### src/rtl/mem_port_arbiter.sv
// Arbiter sharing one single-port synchronous RAM between instruction fetch and
// load/store, with fixed MEM priority and a bounded-starvation override for IF.
module mem_port_arbiter #(
  parameter int ADDR_W   = 11,
  parameter int MAX_WAIT = 4
) (
  input  logic              clk,
  input  logic              rst,
  input  logic              if_req_valid,
  input  logic [31:0]       if_req_addr,
  output logic              if_req_ready,
  output logic              if_resp_valid,
  output logic [31:0]       if_resp_data,
  input  logic              mem_req_valid,
  input  logic              mem_req_we,
  input  logic [31:0]       mem_req_addr,
  input  logic [31:0]       mem_req_wdata,
  output logic              mem_req_ready,
  output logic              mem_resp_valid,
  output logic [31:0]       mem_resp_data,
  input  logic              flush,
  output logic              ram_en,
  output logic              ram_we,
  output logic [ADDR_W-1:0] ram_addr,
  output logic [31:0]       ram_wdata,
  input  logic [31:0]       ram_rdata,
  output logic [3:0]        starve_cnt
);

  typedef enum logic [1:0] {
    TAG_NONE,
    TAG_IF,
    TAG_MEM_RD,
    TAG_MEM_WR
  } tag_e;

  localparam logic [3:0] MAX_WAIT_C = 4'(MAX_WAIT);

  tag_e        tag_q, tag_d;
  logic [3:0]  starve_q, starve_d;
  logic [31:0] if_data_q, if_data_d;
  logic [31:0] mem_data_q, mem_data_d;
  logic        starve, if_grant, mem_grant;

  // Byte-offset and high address bits are intentionally dropped (word RAM wraps).
  logic unused_addr_bits;
  assign unused_addr_bits = ^{if_req_addr[31:ADDR_W+2], if_req_addr[1:0],
                              mem_req_addr[31:ADDR_W+2], mem_req_addr[1:0]};

  // Grants are qualified by rst so every request-side output is 0 during reset.
  always_comb begin
    starve    = (starve_q == MAX_WAIT_C);
    if_grant  = rst & if_req_valid & ~flush & (~mem_req_valid | starve);
    mem_grant = rst & mem_req_valid & ~if_grant;
  end

  assign if_req_ready  = if_grant;
  assign mem_req_ready = mem_grant;
  assign ram_en        = if_grant | mem_grant;
  assign ram_we        = mem_grant & mem_req_we;
  assign ram_wdata     = rst ? mem_req_wdata : '0;

  always_comb begin
    ram_addr = '0;
    if (if_grant)       ram_addr = if_req_addr[ADDR_W+1:2];
    else if (mem_grant) ram_addr = mem_req_addr[ADDR_W+1:2];
  end

  // Tag of the access whose RAM data arrives next cycle.
  always_comb begin
    tag_d = TAG_NONE;
    if (if_grant)       tag_d = TAG_IF;
    else if (mem_grant) tag_d = mem_req_we ? TAG_MEM_WR : TAG_MEM_RD;
  end

  // Response data is forwarded straight from the RAM in the response cycle and
  // captured so the outputs hold between pulses.
  always_comb begin
    if_resp_valid  = (tag_q == TAG_IF) & ~flush;
    mem_resp_valid = (tag_q == TAG_MEM_RD) | (tag_q == TAG_MEM_WR);
    if_resp_data   = if_data_q;
    mem_resp_data  = mem_data_q;
    if (if_resp_valid)  if_resp_data  = ram_rdata;
    if (mem_resp_valid) mem_resp_data = (tag_q == TAG_MEM_WR) ? '0 : ram_rdata;
    if_data_d  = if_resp_data;
    mem_data_d = mem_resp_data;
  end

  always_comb begin
    starve_d = starve_q;
    if (~if_req_valid | flush | if_grant) starve_d = '0;
    else if (~starve)                     starve_d = starve_q + 4'd1;
  end

  assign starve_cnt = starve_q;

  always_ff @(posedge clk or negedge rst) begin
    if (!rst) begin
      tag_q      <= TAG_NONE;
      starve_q   <= '0;
      if_data_q  <= '0;
      mem_data_q <= '0;
    end else begin
      tag_q      <= tag_d;
      starve_q   <= starve_d;
      if_data_q  <= if_data_d;
      mem_data_q <= mem_data_d;
    end
  end

endmodule

### config.mk
export PLATFORM = sky130hd
export DESIGN_NAME = mem_port_arbiter
export DESIGN_NICKNAME = d
export VERILOG_FILES = /design/src/rtl/mem_port_arbiter.sv
export SDC_FILE = /design/constraint.sdc
export NUM_CORES = 1
export LEC_CHECK = 0
export ABC_AREA = 1
export CAP_MARGIN = 10
export CORE_MARGIN = 1.5
export CORE_UTILIZATION = 34
export CTS_CLUSTER_DIAMETER = 150
export DETAILED_ROUTE_END_ITERATION = 12
export MAX_ROUTING_LAYER = met4
export PLACE_DENSITY_LB_ADDON = 0.12
export SETUP_SLACK_MARGIN = 0.05
export SLEW_MARGIN = 5
export SYNTH_ARGS = -nofsm -noshare
export SYNTH_HDL_FRONTEND = slang
export SYNTH_SLANG_ARGS = --single-unit
export TNS_END_PERCENT = 50
### constraint.sdc
create_clock -name clk -period 2.1 [get_ports clk]
set_clock_uncertainty 0.1 [all_clocks]
set_input_delay 0.315 -clock clk [delete_from_list [all_inputs] [get_ports clk]]
set_output_delay 0.315 -clock clk [all_outputs]
set_load 0.02 [all_outputs]
==> flow_metrics.tcl <==
set metrics [dict create \
    antenna_found_initial 0 \
    rsz0062_at_grt "yes" \
    die_w_um 101 \
    detail_route.wl_per_cell_um 14.2 \
    overflow 0 \
    synth_nets 532 \
    cts_sinks 70 \
    grt_max_degree 54 \
    critical-path-slowest-cell "dfrtp_1" \
    pwr-share-seq 0.378 \
    crit_path_max_fanout 6 \
    synth_seq_area_share 0.540 \
    via_per_inst 4.43 \
    final.min_clock_period_ns 2.08 \
    port_buffers 208 \
    placementRows 35 \
    syn_to_final_growth_pct 81.0 \
    status "finished clean" \
    tightest_slew_ns 0.653 \
    die_y_um 101 \
    numCtsBuffers 9 \
    clockPowerShare 0.248 \
    setup_ws_ns 0.0195 \
    timing.slew.headroom 0.565 \
    gp_congestion 0.820 \
    hold_viol_final 0 \
    nFillCells 809 \
    grt_pass1_vias 3520 \
    rrSetupSlack_ns 0.67 \
    ios 251 \
    synth_compound_area_frac 0.118 \
    clockBufferDepth 2 \
    diodes 0 \
    start_util 0.351 \
    powerDensity_nw_per_um2 742 \
    cp-start-kind "flop" \
    avgSynthCellArea_um2 8.19 \
    layout.nets 767 \
    yosys_warnings 0 \
    ys_types 20 \
    combPwrFrac 0.374 \
    p_switching_mw 1.48 \
    drive_gt1_frac 0.278 \
    dr.first_iter.drc_count 83 \
    dieArea_um2 10100 \
    ys_ff_latch 70 \
    final_area_um2 5870 \
    finalWirelength_um 10900 \
    setup_viol 0 \
    syn-instance-count 396 \
    hold_class "in -> async" \
    dpl.hpwl_um 8070 \
    cap_violations 0 \
    synth_top_family_by_area "buffers and inverters" \
    worstPathRequired_ns 1.68 \
    htree_num_levels 3 \
    clock-root-buffer "clkbuf_8" \
    crit_chain "inv_2, ha_4, nand3_4, a21oi_4, buf_12, nand2_4, nand2_2, buf_6" \
    fin_setup_tns_ns 0 \
    switching_share 0.340 \
    place_area_um2 5700 \
    first_pass_iters 4 \
    arrival_ns 1.67 \
    grt_usage 0.221 \
    layout_commonest_cell "clkdlybuf4s50_1" \
    worst_skew_pair.late_latency_ns 0.33 \
    synth_mux_area_frac 0 \
    cts.clk_slew.worst_paths_ns 0.08 \
    cp-end-kind "primary output" \
    slew_viol_final 0 \
    grt_pass1_wl_um 16800 \
    path_class "reg -> out" \
    synth_xor_area_frac 0.00270 \
    cts_tree "yes" \
    finalCritPeriodShare 0.991 \
    synth-simple-area-share 0.161 \
    mostFrequentLayoutCells "126 x clkdlybuf4s50_1, 108 x inv_1, 75 x nand2_1" \
    synthAdderAreaFrac 0.00771 \
    preCtsSetupSlack_ns -0.366 \
    antenna_left 0 \
    dr_total_vias 3390 \
    coreArea_um2 9240 \
    max_freq_ghz 0.481 \
    p_leak_nw 3.22 \
    synth_area_um2 3240 \
    p_int_mw 2.87 \
    slowest_delay_ns 0.40 \
    vdd_drop_max_mv 0.408 \
    drc_errors 0 \
]
==> cells by family after synthesis <==
group	Yosys count
adder cells (fa/ha/maj)	2
AND/OR/NAND/NOR	125
XOR/XNOR	1
flip-flops	70
AO/OA/AOI/OAI	66
buffers and inverters	132
==> critical path, delay by kind of cell, from the launching register on <==
kind | cells | cell delay (ns)
DFF | 1 | 0.40
adders and majority gates | 1 | 0.15
and+or+nand+nor | 3 | 0.21
buffers and inverters | 3 | 0.37
AOI/OAI and AO/OA | 1 | 0.21
==> path summary, 6_finish.rpt <==
check / from / to / cells past startpoint
setup / recovery: starve_cnt[0]$_DFFE_PN0P_ / ram_addr[9] / 8
hold / removal: rst / starve_cnt[2]$_DFFE_PN0P_ / 3
setup reg to reg: starve_cnt[0]$_DFFE_PN0P_ / starve_cnt[1]$_DFFE_PN0P_ / 8
hold reg to reg: if_data_q[19]$_DFF_PN0_ / if_data_q[19]$_DFF_PN0_ / 2
max in group asynchronous: rst / mem_data_q[27]$_DFF_PN0_ / 3
min in group clk: rst / tag_q[0]$_DFF_PN0_ / 4
==> metrics by stage <==
step                      hold WS [ns]  total power [mW]  cells  utilization
final                            0.185              4.36    765        0.636
after global routing             0.216              4.59    765        0.636
after CTS                        0.276              4.32    763        0.630
after detailed placement         0.384              3.39    747        0.617
after global placement           0.380              3.37    747        0.617
after floorplan                -0.0806              2.41    396            -
==> power by group through the flow <==
| stage | Combinational (mW) | Sequential (mW) | Clock [mW] |
|---|---|---|---|
| 6_report | 1.63 | 1.65 | 1.08 |
| 5_1_grt | 1.76 | 1.67 | 1.17 |
| 4_1_cts | 1.57 | 1.65 | 1.11 |
| 3_5_place_dp | 1.72 | 1.67 | 0 |
| 3_3_place_gp | 1.71 | 1.66 | 0 |
| 2_1_floorplan | 0.753 | 1.66 | 0 |
==> registers in the layout (all words and copies together), names as in the netlist <==
name        count
if_data_q      32
tag_q           2
mem_data_q     32
starve_cnt      4
==> per-layer routing <==
| metal | up-vias | routed length (um) | global-route usage |
|---|---|---|---|
| met5 | - | 0 | - |
| met4 | 0 | 149 | 0.0531 |
| met3 | 13 | 815 | 0.0680 |
| met2 | 133 | 5510 | 0.375 |
| met1 | 1569 | 4410 | 0.256 |
| li1 | 1675 | - | - |
==> layout make-up <==
type                    instances  area [um^2]  share of cell area
clock buffers                  10          128              0.0217
multi-input cells             194         1100               0.188
flip-flops and latches         70         1750               0.298
clock inverters                 6         70.1              0.0119
repair buffers                246         2240               0.382
well taps                     129          161              0.0275
inverters                     110          413              0.0703
==> timing repair <==
action | CTS | global route
resized for setup | 356 | 82
endpoints found under the setup margin | 80 | 68
gates cloned | 0 | 1
hold buffers | 0 | 0
pin swaps | 12 | 4
setup buffers | 0 | 1
==> cell usage after synthesis (all sizes together) <==
cell    number  area share
inv        110        0.13
nand2      100        0.12
dfrtp       70        0.54
o21ai       33       0.051
o22ai       32       0.062
nand3       15       0.029
buf         14       0.035
clkbuf       8      0.0093
nor2         6      0.0069
nand4        3      0.0058
ha           2      0.0077
a21oi        1      0.0050
and2         1      0.0023
xnor2        1      0.0027
Note: power is estimated with default switching activity, not from simulation.
